File: src/rtl/uart_reg_file_if.sv
// ---------------------------------------------------------------------------
// uart_reg_file_if
// Host-side bus bundle for the UART register file.
//
// Signals:
//   address     register index for the access
//   writeData   write data
//   byteEnable  per-byte write qualifier (bit k covers bits [8k+7:8k])
//   write       write strobe, one access per cycle high
//   read        read strobe, one access per cycle high
//   readData    registered read data
//   readValid   one-cycle pulse when readData was updated by a read
//   addrError   one-cycle pulse for an access with an out-of-range address
//
// Modports:
//   master  host side (drives the request, receives the response)
//   slave   register file side
// ---------------------------------------------------------------------------
interface uart_reg_file_if #(
  parameter int DATA_WIDTH = 32,
  parameter int ADDR_WIDTH = 3
);

  logic [ADDR_WIDTH-1:0]   address;
  logic [DATA_WIDTH-1:0]   writeData;
  logic [DATA_WIDTH/8-1:0] byteEnable;
  logic                    write;
  logic                    read;
  logic [DATA_WIDTH-1:0]   readData;
  logic                    readValid;
  logic                    addrError;

  modport master (
    output address,
    output writeData,
    output byteEnable,
    output write,
    output read,
    input  readData,
    input  readValid,
    input  addrError
  );

  modport slave (
    input  address,
    input  writeData,
    input  byteEnable,
    input  write,
    input  read,
    output readData,
    output readValid,
    output addrError
  );

endinterface

File: src/rtl/uart_reg_file.sv
// ---------------------------------------------------------------------------
// uart_reg_file
// Bus-facing control/status register file for the software-defined UART.
// Registers 1..NUM_REGS-1 are plain byte-enabled read/write words.
// Register 0 is a sticky status word: hardware sets bits through statusSet,
// software clears them by writing 1 (write-1-to-clear). A hardware set in
// the same cycle as a software clear of the same bit leaves the bit set.
//
// Ports:
//   clock_50MHz  system clock, rising edge
//   reset        asynchronous, active-high reset
//   bus          uart_reg_file_if.slave (address, writeData, byteEnable,
//                write, read -> readData, readValid, addrError)
//   statusSet    per-bit set pulses for register 0
//   regFlat      all registers side by side, register i at
//                [i*DATA_WIDTH +: DATA_WIDTH]
//
// readData, readValid and addrError are registered; regFlat is driven
// straight from the register array with no extra stage.
// ---------------------------------------------------------------------------
module uart_reg_file #(
  parameter int                                DATA_WIDTH  = 32,
  parameter int                                NUM_REGS    = 8,
  parameter int                                ADDR_WIDTH  = 3,
  parameter logic [NUM_REGS*DATA_WIDTH-1:0]    RESET_VALUE = {(NUM_REGS*DATA_WIDTH){1'b0}}
) (
  input  logic                           clock_50MHz,
  input  logic                           reset,
  uart_reg_file_if.slave                 bus,
  input  logic [DATA_WIDTH-1:0]          statusSet,
  output logic [NUM_REGS*DATA_WIDTH-1:0] regFlat
);

  localparam int NUM_BYTES = DATA_WIDTH / 8;

  logic [DATA_WIDTH-1:0] regs_r      [NUM_REGS];
  logic [DATA_WIDTH-1:0] regs_next_s [NUM_REGS];

  logic                  addr_ok_s;
  logic                  wr_ok_s;
  logic [DATA_WIDTH-1:0] be_mask_s;
  logic [DATA_WIDTH-1:0] clr_s;
  logic [DATA_WIDTH-1:0] rd_mux_s;

  logic [DATA_WIDTH-1:0] read_data_r;
  logic                  read_valid_r;
  logic                  addr_error_r;

  // Address range check; widened by one bit so NUM_REGS == 2**ADDR_WIDTH fits.
  always_comb begin
    addr_ok_s = ({1'b0, bus.address} < (ADDR_WIDTH + 1)'(NUM_REGS));
    wr_ok_s   = bus.write & addr_ok_s;
  end

  // Expand byte enables into a bit mask.
  always_comb begin
    be_mask_s = {DATA_WIDTH{1'b0}};
    for (int k = 0; k < NUM_BYTES; k++) begin
      be_mask_s[8*k +: 8] = {8{bus.byteEnable[k]}};
    end
  end

  // Next-state for every register: W1C plus sticky set for register 0,
  // byte-merge write for the rest.
  always_comb begin
    if (wr_ok_s && (bus.address == {ADDR_WIDTH{1'b0}})) begin
      clr_s = bus.writeData & be_mask_s;
    end else begin
      clr_s = {DATA_WIDTH{1'b0}};
    end

    // The set term is OR-ed in after the clear so a simultaneous set wins.
    regs_next_s[0] = (regs_r[0] & ~clr_s) | statusSet;

    for (int i = 1; i < NUM_REGS; i++) begin
      if (wr_ok_s && (bus.address == ADDR_WIDTH'(i))) begin
        regs_next_s[i] = (regs_r[i] & ~be_mask_s) | (bus.writeData & be_mask_s);
      end else begin
        regs_next_s[i] = regs_r[i];
      end
    end
  end

  // Read mux as an AND-OR tree; an address matching no register yields zero.
  always_comb begin
    rd_mux_s = {DATA_WIDTH{1'b0}};
    for (int i = 0; i < NUM_REGS; i++) begin
      rd_mux_s = rd_mux_s | ({DATA_WIDTH{bus.address == ADDR_WIDTH'(i)}} & regs_r[i]);
    end
  end

  // Register array state; the status word always resets to zero regardless
  // of its RESET_VALUE slice.
  always_ff @(posedge clock_50MHz or posedge reset) begin
    if (reset) begin
      regs_r[0] <= {DATA_WIDTH{1'b0}};
      for (int i = 1; i < NUM_REGS; i++) begin
        regs_r[i] <= RESET_VALUE[i*DATA_WIDTH +: DATA_WIDTH];
      end
    end else begin
      for (int i = 0; i < NUM_REGS; i++) begin
        regs_r[i] <= regs_next_s[i];
      end
    end
  end

  // Registered read response and address-error pulse. The read samples the
  // pre-write contents, so a same-cycle read+write returns the old value.
  always_ff @(posedge clock_50MHz or posedge reset) begin
    if (reset) begin
      read_data_r  <= {DATA_WIDTH{1'b0}};
      read_valid_r <= 1'b0;
      addr_error_r <= 1'b0;
    end else begin
      read_valid_r <= bus.read;
      addr_error_r <= (bus.read | bus.write) & ~addr_ok_s;
      if (bus.read) begin
        read_data_r <= addr_ok_s ? rd_mux_s : {DATA_WIDTH{1'b0}};
      end else begin
        read_data_r <= read_data_r;
      end
    end
  end

  assign bus.readData  = read_data_r;
  assign bus.readValid = read_valid_r;
  assign bus.addrError = addr_error_r;

  // Flat view of the register array for the UART core.
  for (genvar g = 0; g < NUM_REGS; g++) begin : g_flat
    assign regFlat[g*DATA_WIDTH +: DATA_WIDTH] = regs_r[g];
  end

endmodule

File: src/flat_wrapper.sv
// flat-port wrapper written by rule: the top's interface ports become plain ports
module uart_reg_file_flat 
#(
  parameter int                                DATA_WIDTH  = 32,
  parameter int                                NUM_REGS    = 8,
  parameter int                                ADDR_WIDTH  = 3,
  parameter logic [NUM_REGS*DATA_WIDTH-1:0]    RESET_VALUE = {(NUM_REGS*DATA_WIDTH){1'b0}}
)
  (clock_50MHz, reset, statusSet, regFlat, bus_address, bus_writeData, bus_byteEnable, bus_write, bus_read, bus_readData, bus_readValid, bus_addrError);
  uart_reg_file_if #(.DATA_WIDTH(DATA_WIDTH), .ADDR_WIDTH(ADDR_WIDTH)) bus_i ();
  input  logic clock_50MHz;
  input  logic reset;
  input  logic [DATA_WIDTH-1:0] statusSet;
  output logic [NUM_REGS*DATA_WIDTH-1:0] regFlat;
  input wire logic [$bits(bus_i.address)-1:0] bus_address;
  input wire logic [$bits(bus_i.writeData)-1:0] bus_writeData;
  input wire logic [$bits(bus_i.byteEnable)-1:0] bus_byteEnable;
  input wire logic [$bits(bus_i.write)-1:0] bus_write;
  input wire logic [$bits(bus_i.read)-1:0] bus_read;
  output wire logic [$bits(bus_i.readData)-1:0] bus_readData;
  output wire logic [$bits(bus_i.readValid)-1:0] bus_readValid;
  output wire logic [$bits(bus_i.addrError)-1:0] bus_addrError;
  assign bus_i.address = bus_address;
  assign bus_i.writeData = bus_writeData;
  assign bus_i.byteEnable = bus_byteEnable;
  assign bus_i.write = bus_write;
  assign bus_i.read = bus_read;
  assign bus_readData = bus_i.readData;
  assign bus_readValid = bus_i.readValid;
  assign bus_addrError = bus_i.addrError;
  uart_reg_file #(.DATA_WIDTH(DATA_WIDTH), .NUM_REGS(NUM_REGS), .ADDR_WIDTH(ADDR_WIDTH), .RESET_VALUE(RESET_VALUE)) u_core (.clock_50MHz(clock_50MHz), .reset(reset), .bus(bus_i), .statusSet(statusSet), .regFlat(regFlat));
endmodule
File: config.mk
export PLATFORM = sky130hd
export DESIGN_NAME = uart_reg_file_flat
export DESIGN_NICKNAME = d
export VERILOG_FILES = /design/src/rtl/uart_reg_file_if.sv /design/src/rtl/uart_reg_file.sv /design/src/flat_wrapper.sv
export SDC_FILE = /design/constraint.sdc
export NUM_CORES = 1
export LEC_CHECK = 0
export CORE_MARGIN = 2
export CORE_UTILIZATION = 52
export DETAILED_ROUTE_END_ITERATION = 6
export PLACE_DENSITY = 0.93
export SLEW_MARGIN = 20
export SYNTH_ARGS = -nofsm -noshare
export SYNTH_HDL_FRONTEND = slang
export SYNTH_SLANG_ARGS = --single-unit
File: constraint.sdc
create_clock -name clock_50MHz -period 20.2 [get_ports clock_50MHz]
set_input_delay 3.03 -clock clock_50MHz [delete_from_list [all_inputs] [get_ports clock_50MHz]]
set_output_delay 3.03 -clock clock_50MHz [all_outputs]
set_load 0.01 [all_outputs]
==> impl_metrics.json <==
{
  "postSynthNetCount": 1056,
  "power_density_nw_per_um2": 108,
  "finalMaxSlewViolations": 0,
  "worst_path_most_repeated_cell": "sky130_fd_sc_hd__buf_4",
  "synthesis.area_um2": 12800,
  "detailroute.wirelength.met3_mm": 3.65,
  "highest_layer": "met5",
  "power_leakage_nw": 7.25,
  "fin_nets": 1413,
  "arrival_ps": 5750,
  "clock_sinks": 289,
  "utilization_pct": 72.9,
  "cp_top_family": "simple AND/OR/NAND/NOR gates",
  "area_growth_synth_to_finish_pct": 38.5,
  "run_status": "finished clean",
  "rr_startpoint": "u_core.regFlat[29]$_DFF_PP0_",
  "timing.critical_path.slowest_stage_cell": "sky130_fd_sc_hd__buf_4",
  "post_layout_total_power_w": 0.00192,
  "tritoncts_clock_tree": "built",
  "grt_setup_unrepaired": "false",
  "detail_route.first_pass.iterations": 6,
  "routed_wl_mm": 43.3,
  "detail_route.wirelength.met1_mm": 16.2,
  "clock_skew_ps": 20.7,
  "synthTopCellsByArea": "sky130_fd_sc_hd__dfrtp_1, sky130_fd_sc_hd__mux2_2, sky130_fd_sc_hd__mux2i_1",
  "dieHeight_um": 161,
  "floorplan.die_area_um2": 25800,
  "setup_tns_ps": 0,
  "critical_path_cell_count": 7,
  "post_route_cells_drive_above_1_share_pct": 26.4,
  "min-delay-path-class": "reg2reg",
  "ys_warn_count": 0,
  "dr_total_vias": 10338,
  "global_route.usage.total_pct": 32.9,
  "grt_max_degree": 165,
  "wl_per_cell_um": 25.7,
  "worst_skew_pair.late_latency_ps": 570,
  "finalWeightedCongestion": 0.889,
  "max_cap_viol_count": 0,
  "ant_nets": 0,
  "first_iter_violations": 877,
  "synth_cells": 981,
  "syn-mean-instance-area_um2": 13.0,
  "final_cell_area_um2": 17700,
  "routed_via_density": 6.14,
  "grt_antenna_before_repair": 1,
  "antenna-diode-count": 0,
  "detailed_place.area_um2": 16700,
  "cts-root-buf": "sky130_fd_sc_hd__clkbuf_16",
  "number_of_global_route_vias_before_repair": 10766,
  "critPathCaptureType": "register",
  "row_count": 57,
  "core-area_um2": 24200,
  "max_stage_delay_ps": 640,
  "io_buffer_count": 363,
  "min_period_over_period_pct": 26.3,
  "ff2ff_path_depth": 4,
  "worst_setup_hold_path_clk_slew_ps": 60,
  "finalHoldViolCount": 0,
  "cts_max_path_buffers": 3,
  "worst_pin_slew_ps": 1190,
  "fmax_mhz": 188,
  "worstSetupStartpoint": "bus_address[0]",
  "post_synth_cell_types": 26,
  "dp_wirelength_mm": 28.9,
  "share_of_yosys_cell_area_claimed_by_the_top_area_cell_type_pct": 56.6,
  "post_synthesis_register_bit_count": 289,
  "design.portCount": 365,
  "min_period_ps": 5320,
  "place.detailed.instances": 1630,
  "critical_path.cell_chain": "buf_2 -> buf_4 -> and2_2 -> buf_4 -> nand2_2 -> nor2_2 -> mux2_2",
  "detail_route.drc_violations": 0,
  "worst_setup_path_start_kind": "input port",
  "ys_seq_area_share_pct": 56.6,
  "yosys.area.top_type": "sky130_fd_sc_hd__dfrtp_1",
  "die_width_um": 161,
  "critPathRequiredTime_ps": 20630,
  "crit-reg2reg-capture": "u_core.bus.readData[29]$_DFFE_PP0P_",
  "cts.repair_timing.setup_buffer_count": 0,
  "detailroute.wirelength.met2_mm": 21.2,
  "cp_buf_inv_count": 3,
  "htree_num_levels": 1,
  "crit_path_max_fanout": 41,
  "timing_worst_setup_path_type": "in2reg",
  "cts_resized": 0,
  "post_cts_hold_buffer_count": 0,
  "stdcell_count": 1685,
  "start_util_pct": 52.7,
  "first_pass_grt_wire_length_mm": 65.5,
  "grt_overflow_total": 0,
  "ir_worst_vdd_mv": 0.0840,
  "hold_path.startpoint": "u_core.regFlat[25]$_DFF_PP0_",
  "tritoncts.num_buffers": 30,
  "reg2reg_setup_slack_ps": 18910,
  "setup_violations": 0,
  "remaining_max_slew_budget_at_the_tightest_pin_pct": 20.8
}
-- synthesized netlist by cell type, drive strengths merged --
cell and count:
conb 1, inv 1, a31oi 32, and2 2
dfrtp 289, a22oi 49, or3b 1, nor2 81
mux2i 47, clkbuf 20, a21oi 47, nor2b 4
nand3b 1, nand2b 5, nand2 38, a22o 49
buf 26, a21o 32, mux2 224, or2 32
-- through the flow --
stage / hold WS (ps) / worst slack, ps
2_1_floorplan: 535 / 9190
3_3_place_gp: 488 / 14450
3_5_place_dp: 490 / 14400
4_1_cts: 504 / 14940
5_1_grt: 531 / 14820
6_report: 503 / 14880
-- layout make-up --
type	instances	area [µm²]
repair buffers	371	3690
flip-flops and latches	289	7230
fillers	1538	6560
inverters	1	11.3
clock buffers	43	870
clock inverters	12	153
well taps	324	405
multi-input cells	645	5320
-- how the worst min path moves through the flow --
| stage | to | slack (ps) | depth (start not counted) |
|---|---|---|---|
| floorplan | u_core.regFlat[0]$_DFF_PP0_ | 540 | 1 |
| global placement | u_core.regFlat[25]$_DFF_PP0_ | 490 | 1 |
| detailed placement | u_core.regFlat[6]$_DFF_PP0_ | 490 | 1 |
| CTS | u_core.regFlat[6]$_DFF_PP0_ | 500 | 1 |
| global route | u_core.regFlat[25]$_DFF_PP0_ | 530 | 1 |
| finish | u_core.regFlat[25]$_DFF_PP0_ | 500 | 1 |
-- cell usage in the layout (no fill, tap or decap), types with 2 or more instances in the layout --
master	count
sky130_fd_sc_hd__bufinv_16	3
sky130_fd_sc_hd__buf_4	9
sky130_fd_sc_hd__nand2b_1	5
sky130_fd_sc_hd__nand2_1	36
sky130_fd_sc_hd__or2_2	32
sky130_fd_sc_hd__nand2_2	2
sky130_fd_sc_hd__dfrtp_1	289
sky130_fd_sc_hd__a21o_1	32
sky130_fd_sc_hd__nor2b_2	4
sky130_fd_sc_hd__a31oi_1	32
sky130_fd_sc_hd__mux2_2	224
sky130_fd_sc_hd__clkbuf_1	6
sky130_fd_sc_hd__nor2_2	30
sky130_fd_sc_hd__a22oi_1	49
sky130_fd_sc_hd__buf_2	2
sky130_fd_sc_hd__clkbuf_16	30
sky130_fd_sc_hd__a22o_1	49
sky130_fd_sc_hd__clkinv_2	6
sky130_fd_sc_hd__nor2_4	4
sky130_fd_sc_hd__clkdlybuf4s50_1	359
sky130_fd_sc_hd__mux2i_1	47
sky130_fd_sc_hd__nor2_1	47
sky130_fd_sc_hd__clkbuf_8	7
sky130_fd_sc_hd__a21oi_1	47
-- cells by family after synthesis --
family                 synth area share, %
and+or+nand+nor                       6.57
other                               0.0294
muxes                                 23.4
AOI/OAI and AO/OA                     11.5
buffers and inverters                 1.79
DFF                                   56.6
-- worst register-to-register path, stage by stage, from the launching register on --
cell                      delay, ps
sky130_fd_sc_hd__dfrtp_1        420
sky130_fd_sc_hd__mux2i_1        110
sky130_fd_sc_hd__or2_2          310
sky130_fd_sc_hd__a22o_1         200
sky130_fd_sc_hd__a31oi_1        170
-- routing by layer --
layer	up-vias	global-route usage, %
met3	140	7.21
li1	4302	-
met1	5278	41.8
met2	616	54.3
met4	2	15.3
met5	-	0
-- where the power goes --
| group | internal [W] | total (W) | switching, W | leakage (nW) |
|---|---|---|---|---|
| Sequential | 0.000694 | 0.000803 | 0.000109 | 3.41 |
| Clock | 0.000337 | 0.000569 | 0.000232 | 0.505 |
| Combinational | 0.000317 | 0.000543 | 0.000226 | 3.34 |
(Power assumes the default switching activity.)
